--- src/rtl/iosram_agu_port.sv ---
// Self-decoding IO-SRAM access port: decodes DSU/REP/REPX for its own port ID and
// walks a nested-loop address sequence, realigning read data to the SRAM latency.
module iosram_agu_port #(
  parameter int ADDR_WIDTH   = 6,
  parameter int DATA_WIDTH   = 256,
  parameter int NUM_LEVELS   = 4,
  parameter int PORT_ID      = 0,
  parameter int READ_LATENCY = 1,
  parameter int INSTR_WIDTH  = 27
) (
  input  logic                   clk,
  input  logic                   rst,
  input  logic                   instr_en,
  input  logic [INSTR_WIDTH-1:0] instr,
  input  logic                   activate,
  input  logic [DATA_WIDTH-1:0]  wr_data_i,
  output logic                   sram_en_o,
  output logic                   sram_we_o,
  output logic [ADDR_WIDTH-1:0]  sram_addr_o,
  output logic [DATA_WIDTH-1:0]  sram_wdata_o,
  input  logic [DATA_WIDTH-1:0]  sram_rdata_i,
  output logic                   rd_valid_o,
  output logic [DATA_WIDTH-1:0]  rd_data_o,
  output logic                   busy_o,
  output logic                   err_o
);

  localparam logic [2:0] OP_REP  = 3'd0;
  localparam logic [2:0] OP_REPX = 3'd1;
  localparam logic [2:0] OP_DSU  = 3'd6;
  localparam logic [1:0] MY_PORT = 2'(PORT_ID);

  typedef enum logic [1:0] {IDLE, RUN, DELAY} state_t;

  state_t                  state;
  logic [2:0]              opcode;
  logic [23:0]             payload;
  logic                    dsu_hit, rep_hit, repx_hit, lvl_hit, lvl_bad, busy;

  logic [11:0]             iter_q  [NUM_LEVELS];
  logic [11:0]             step_q  [NUM_LEVELS];
  logic [11:0]             delay_q [NUM_LEVELS];
  logic [NUM_LEVELS-1:0]   loaded_q;
  logic [ADDR_WIDTH-1:0]   init_q, init_n;
  logic                    dir_q, dir_n, err_q;

  logic [11:0]             idx_q   [NUM_LEVELS];
  logic [11:0]             idx_adv [NUM_LEVELS];
  logic [11:0]             dcnt_q, adv_delay;
  logic [ADDR_WIDTH-1:0]   addr_adv;
  logic                    last, carry, at_max;

  logic                    rd_now;
  logic [READ_LATENCY-1:0] rd_sr;
  logic [READ_LATENCY:0]   rd_vec;

  assign opcode  = instr[INSTR_WIDTH-1 -: 3];
  assign payload = instr[23:0];
  assign busy    = (state != IDLE);
  assign busy_o  = busy;
  assign err_o   = err_q;

  always_comb begin
    dsu_hit  = instr_en && (opcode == OP_DSU)  && (payload[6:5]   == MY_PORT);
    rep_hit  = instr_en && (opcode == OP_REP)  && (payload[23:22] == MY_PORT);
    repx_hit = instr_en && (opcode == OP_REPX) && (payload[23:22] == MY_PORT);
    lvl_hit  = rep_hit || repx_hit;
    lvl_bad  = int'(payload[21:18]) >= NUM_LEVELS;
    // A DSU arriving together with activate must already steer the first access.
    init_n   = (dsu_hit && !busy) ? payload[7 +: ADDR_WIDTH] : init_q;
    dir_n    = (dsu_hit && !busy) ? payload[23] : dir_q;
  end

  // NOTE: the level config lives in plain flops, not a memory macro, so it can be
  // cleared by reset like any other state.
  always_ff @(posedge clk or posedge rst) begin
    if (rst) begin
      for (int l = 0; l < NUM_LEVELS; l++) begin
        iter_q[l]  <= '0;
        step_q[l]  <= '0;
        delay_q[l] <= '0;
      end
      loaded_q <= '0;
      init_q   <= '0;
      dir_q    <= 1'b0;
      err_q    <= 1'b0;
    end else begin
      if ((dsu_hit || lvl_hit) && busy) begin
        err_q <= 1'b1;
      end else begin
        if (dsu_hit) begin
          init_q   <= payload[7 +: ADDR_WIDTH];
          dir_q    <= payload[23];
          loaded_q <= '0;
        end
        if (lvl_hit && lvl_bad) err_q <= 1'b1;
        for (int l = 0; l < NUM_LEVELS; l++) begin
          if (lvl_hit && !lvl_bad && (payload[21:18] == 4'(l))) begin
            if (rep_hit) begin
              iter_q[l]   <= {6'd0, payload[17:12]};
              step_q[l]   <= {6'd0, payload[11:6]};
              delay_q[l]  <= {6'd0, payload[5:0]};
              loaded_q[l] <= 1'b1;
            end else begin
              iter_q[l][11:6]  <= payload[17:12];
              step_q[l][11:6]  <= payload[11:6];
              delay_q[l][11:6] <= payload[5:0];
            end
          end
        end
      end
      if (activate && busy) err_q <= 1'b1;
    end
  end

  // NOTE: every variable gets a default before the loop so no path leaves it
  // unassigned, which would otherwise infer a latch.
  always_comb begin
    carry     = 1'b1;
    last      = 1'b1;
    at_max    = 1'b0;
    adv_delay = '0;
    addr_adv  = init_q;
    for (int l = 0; l < NUM_LEVELS; l++) begin
      idx_adv[l] = idx_q[l];
      at_max     = idx_q[l] == (loaded_q[l] ? iter_q[l] : 12'd0);
      if (!at_max) last = 1'b0;
      if (carry) begin
        if (at_max) begin
          idx_adv[l] = '0;
        end else begin
          idx_adv[l] = idx_q[l] + 12'd1;
          adv_delay  = delay_q[l];
          carry      = 1'b0;
        end
      end
      addr_adv = addr_adv + ADDR_WIDTH'(idx_adv[l]) * ADDR_WIDTH'(step_q[l]);
    end
  end

  // NOTE: all state updates use non-blocking assignments so every flop samples
  // the pre-edge values regardless of statement order.
  always_ff @(posedge clk or posedge rst) begin
    if (rst) begin
      state       <= IDLE;
      dcnt_q      <= '0;
      sram_en_o   <= 1'b0;
      sram_we_o   <= 1'b0;
      sram_addr_o <= '0;
      for (int l = 0; l < NUM_LEVELS; l++) idx_q[l] <= '0;
    end else begin
      case (state)
        IDLE: begin
          if (activate) begin
            state       <= RUN;
            sram_en_o   <= 1'b1;
            sram_we_o   <= dir_n;
            sram_addr_o <= init_n;
            for (int l = 0; l < NUM_LEVELS; l++) idx_q[l] <= '0;
          end
        end
        RUN: begin
          if (last) begin
            state     <= IDLE;
            sram_en_o <= 1'b0;
            sram_we_o <= 1'b0;
          end else begin
            for (int l = 0; l < NUM_LEVELS; l++) idx_q[l] <= idx_adv[l];
            sram_addr_o <= addr_adv;
            if (adv_delay != 12'd0) begin
              state     <= DELAY;
              dcnt_q    <= adv_delay;
              sram_en_o <= 1'b0;
              sram_we_o <= 1'b0;
            end
          end
        end
        DELAY: begin
          if (dcnt_q == 12'd1) begin
            state     <= RUN;
            sram_en_o <= 1'b1;
            sram_we_o <= dir_q;
          end else begin
            dcnt_q <= dcnt_q - 12'd1;
          end
        end
        default: state <= IDLE;
      endcase
    end
  end

  assign sram_wdata_o = (sram_en_o && sram_we_o) ? wr_data_i : '0;

  // rd_vec[k] marks a read issued k cycles ago; data is captured one cycle before valid.
  assign rd_now     = sram_en_o && !sram_we_o;
  assign rd_vec     = {rd_sr, rd_now};
  assign rd_valid_o = rd_sr[READ_LATENCY-1];

  always_ff @(posedge clk or posedge rst) begin
    if (rst) begin
      rd_sr     <= '0;
      rd_data_o <= '0;
    end else begin
      rd_sr <= rd_vec[READ_LATENCY-1:0];
      if (rd_vec[READ_LATENCY-1]) rd_data_o <= sram_rdata_i;
    end
  end

endmodule

--- config.mk ---
export PLATFORM = sky130hd
export DESIGN_NAME = iosram_agu_port
export DESIGN_NICKNAME = d
export VERILOG_FILES = /design/src/rtl/iosram_agu_port.sv
export SDC_FILE = /design/constraint.sdc
export NUM_CORES = 1
export LEC_CHECK = 0
export CAP_MARGIN = 10
export CORE_AREA = 2 2 416 418
export CTS_BUF_LIST = sky130_fd_sc_hd__clkbuf_4 sky130_fd_sc_hd__clkbuf_8
export CTS_CLUSTER_SIZE = 30
export DETAILED_ROUTE_END_ITERATION = 12
export DIE_AREA = 0 0 418 420
export PLACE_DENSITY = 0.46
export SLEW_MARGIN = 20
export SYNTH_ARGS = -nofsm -noshare
export SYNTH_HDL_FRONTEND = slang
export SYNTH_SLANG_ARGS = --single-unit
export TNS_END_PERCENT = 30
--- constraint.sdc ---
create_clock -name clk -period 24.7 [get_ports clk]
set_input_delay 4.94 -clock clk [delete_from_list [all_inputs] [get_ports clk]]
set_output_delay 4.94 -clock clk [all_outputs]
set_load 0.01 [all_outputs]
Yosys cells after proc, flatten, opt, wreduce, memory -nomap -nowiden --
Cells that the tools add are included.
Operators by class: add/sub/neg operators 9, $mul 4, div/mod/pow operators 0, $lt $le $gt $ge 1, equality and inequality tests 21, shift-type cells 0, muxes and demuxes 66, bitwise logic cells 1, reductions and logical operators 49
Operators with widths (count):
- 256-bit two-way mux | 1
- 12-bit two-way mux | 21
- 48-bit two-way mux | 2
- 48-bit case mux with 2 select lines | 1
- 12-bit by 1-bit adder with 12-bit output, second input constant | 4
- 12-bit == test | 4
- 6-bit two-way mux | 5
- 1-bit two-way mux | 26
- 6-bit adder | 4
- 6-bit by 6-bit multiplier with 6-bit output | 4
- 12-bit case mux with 2 select lines | 1
- 4-bit AND reduction | 5
- 3-bit AND reduction | 6
- 1-bit logical AND | 17
- 2-bit inequality test, second input constant | 8
- 12-bit by 1-bit == test with 1-bit output, second input constant | 1
- 6-bit case mux with 2 select lines | 1
- 12-bit nonzero test | 1
- 12-bit by 1-bit subtractor with 12-bit output, second input constant | 1
- 2-bit AND reduction | 5
- 4-bit by 2-bit == test with 1-bit output, second input constant | 2
- 2-bit two-way mux | 4
- 2-bit zero test | 3
- 1-bit case mux with 3 select lines | 2
- other kinds (16) | 22
Storage, ports and cells: register bits after elaboration 459, bits in latches 0, bits in writable memories 0, ROM bits 0, input bits 543, output and inout bits 523, word-level logic and storage cells 189, memories kept 0

Longest topological paths before layout --
word-level depth 13, depth in mapped cells 36, gate-level depth less buffers 33

Worst setup path after synthesis --
No wires, ideal clock.
path type input to output, from in wr_data_i[0], to out sram_wdata_o[0], arrival 5130 ps, data required time 19760 ps, slack 14630 ps, cell stages on the path 1, path buffers 0, path through and3_1
On the way: cells in the longest elaborated chain, start to end 1
RTL lines:
- start: declaration | RTL line 16 | input logic [DATA_WIDTH-1:0] wr_data_i,
- 256-bit two-way mux | RTL line 192 | assign sram_wdata_o = (sram_en_o && sram_we_o) ? wr_data_i : '0;
- end: declaration | RTL line 20 | output logic [DATA_WIDTH-1:0] sram_wdata_o,
Every way passes these cells.

Worst setup path in the final report --
from in wr_data_i[52], to out sram_wdata_o[52]
The elaborated chain is that of the path after synthesis.

==> impl_metrics.ini <==
[run_status]
status = completed

[yosys]
syn_nets = 2857
synth.avg_cell_area_sq_um = 11.0
yosysTopAreaCell = dfrtp_1
ys.flop_type = dfrtp_1
synth-edff-count = 0
yosysTopAreaCellShare_pct = 47.0
synth-seq-cells = 459
synth.cell_area_sq_um = 24500
yosys_warnings = 0
ys_types = 89
seq_area_frac_synth_pct = 47.0
async_flop_share_pct = 100
synth.area.top_cells = dfrtp_1 (47%), mux2_2 (15%), and3_1 (7.3%)
syn_inst = 2229

[timing]
fin_crit_ns = 11.96
slew_headroom_pct = 27.1
fin_ws_ns = 12.74
rsz0062_at_grt = false
finalSetupTns_ns = 0
maxSlewViolCount = 0
fmax_ghz = 0.0836
final-setup-viol-count = 0
final.period_utilization_pct = 48.4
tightest_slew_ns = 1.09
hold_viol_final = 0
skew_ns = 0.0832

[layout]
mostFrequentLayoutCell = clkdlybuf4s50_1
final_cell_mix = clkdlybuf4s50_1 (1065), dfrtp_1 (457), mux2_2 (336)
regArea_sq_um = 11500
n_fill_cell = 18600
multi_input_area_sq_um = 12000
nets = 3889
drive_gt1_share_pct = 16.9
syn2layout_area_growth_pct = 65.8
post-route-util_pct = 23.7

[critical_path]
end_kind = primary output
path_class = input pin to primary output
r2r_start = loaded_q[0]
required_ns = 19.76
start_kind = input pin
arrival_ns = 7.02
crit_fanout = 15
reg2reg_depth = 30
reg2reg_setup_slack_ns = 14.57
reg2reg_to = sram_addr_o[5]

[power]
p_comb_share_pct = 48.9
p_leak_nw = 16.9
power_frac_clock_pct = 22.6
seqPwrFrac_pct = 28.6
ir_worst_vdd_v = 0.0000834
power_density_nw_per_um2 = 101
switching_power_w = 0.00159
swShare_pct = 38.7
power.internal_w = 0.00252

[detailed_routing]
vias = 23700
viasPerCell = 4.00
drtIter0Drc = 1552
wire_per_inst_um = 30.6
drt-total-wl_mm = 181
ant_nets = 0
drc = 0
dr.pass1.iters = 5

[global_route]
grt-ovfl-total = 0
grt_pass1_vias = 23200
grt_pass1_wl_mm = 230
antenna_found_initial = 91
grt_start_max_net_pins = 115
grt_use_total_pct = 19.8

[clock_network]
cts.htree.levels = 3
ctsHoldBuffers = 0
clk_latency_ns = 0.83
cts_sinks = 459
post_cts_resized = 0
cts_inserted_buffers = 93
cts.reportedPaths.clkPinSlew_ns = 0.04
clockBufferDepth = 3
tritoncts = built
cts_root_buf = clkbuf_8
post_cts_buffers = 0

[floorplan]
start_util_pct = 14.3
die_y_um = 420
ios = 1066
std_cell_rows = 152
dieArea_sq_um = 176000
dieWidth_um = 418
core_sq_um = 171000

[min_path]
hold_path_startpoint = err_o
whs_path_depth = 1
min_path_type = register to register
holdPathEnd = err_o

[place]
dp_hpwl_mm = 152
portBuffers = 1065
place_ws_ns = 12.84
gp_congestion = 0.977

[job]
drv_cap = 0
==> worst max-delay path by stage <==
| stage | cells after the start | startpoint | slack [ns] | to |
|---|---|---|---|---|
| after CTS | 3 | wr_data_i[249] | 12.84 | sram_wdata_o[249] |
| after global placement | 3 | wr_data_i[247] | 12.83 | sram_wdata_o[247] |
| after floorplan | 1 | rst | 6.96 | dcnt_q[0] |
| after detailed placement | 3 | wr_data_i[249] | 12.84 | sram_wdata_o[249] |
| after global routing | 3 | wr_data_i[245] | 12.77 | sram_wdata_o[245] |
| final | 3 | wr_data_i[52] | 12.74 | sram_wdata_o[52] |
==> synthesized netlist by cell type (11+ instances only) <==
cell type,instances
dfrtp_1,459
nand4_1,17
and2_1,20
nand4b_1,11
nor2b_1,23
fa_1,35
o22ai_1,15
o31ai_1,11
a22o_1,11
inv_1,71
o21ai_0,113
nor2_1,56
mux2_2,336
nand2_1,183
and3_1,286
a21oi_1,47
nand2b_1,17
buf_2,17
nand3_1,42
clkbuf_1,120
ha_1,50
xnor2_1,44
xor2_1,26
nor3_1,23
==> layer usage <==
| layer | vias up | track usage (%) | wire, um |
|---|---|---|---|
| li1 | 10400 | - | - |
| met1 | 12000 | 19.3 | 60700 |
| met2 | 983 | 34.5 | 92300 |
| met3 | 321 | 7.07 | 14100 |
| met4 | 26 | 14.5 | 13700 |
| met5 | - | 2.14 | 520 |
==> cells by family (layout without fill, tap and decap cells) <==
logic type | count (synthesis) | after routing | synth area share, %
and+or+nand+nor | 748 | 748 | 17.2
adders and majority gates | 85 | 85 | 5.42
other | 0 | 361 | 0
xor gates and xnor gates | 79 | 79 | 3.28
AOI/OAI and AO/OA | 289 | 289 | 7.52
buffers and inverters | 227 | 1332 | 3.84
muxes | 342 | 342 | 15.7
DFF | 459 | 459 | 47.0
==> registers in the layout (all words and copies together) (netlist names), 4 cells and up <==
register / cells
dcnt_q: 12
delay_q: 48
idx_q: 48
init_q: 6
iter_q: 48
loaded_q: 4
rd_data_o: 256
sram_addr_o: 6
step_q: 24
==> final cells by class <==
class | instances | share of cell area [%]
diodes | 361 | 2.23
clock buffers | 140 | 4.33
clock inverters | 28 | 0.947
inverters | 73 | 0.694
multi-input cells | 1543 | 29.7
flip-flops and latches | 459 | 28.3
well taps | 2233 | 6.89
repair buffers | 1091 | 26.9
==> power groups by stage <==
stage | sequential (W) | combinational (W) | clock [W]
2_1_floorplan | 0.00124 | 0.000796 | 0
3_3_place_gp | 0.00117 | 0.00203 | 0
3_5_place_dp | 0.00118 | 0.00202 | 0
4_1_cts | 0.00118 | 0.00203 | 0.000963
5_1_grt | 0.00121 | 0.00212 | 0.000995
6_report | 0.00117 | 0.00201 | 0.000927
==> metrics by stage <==
stage	area [sq um]	hold slack, ns	std cells	total power (W)
3_5_place_dp	37500	0.454	5399	0.00320
3_3_place_gp	37500	0.455	5398	0.00320
6_report	40600	0.462	5928	0.00411
5_1_grt	40400	0.481	5882	0.00433
4_1_cts	39600	0.465	5567	0.00417
2_1_floorplan	24500	0.445	2229	0.00204
==> worst max-delay path: stages <==
cell	delay, ns
clkdlybuf4s50_1	1.13
and3_1	0.27
clkdlybuf4s50_1	0.67
Note: power is estimated with default switching activity, not from simulation.
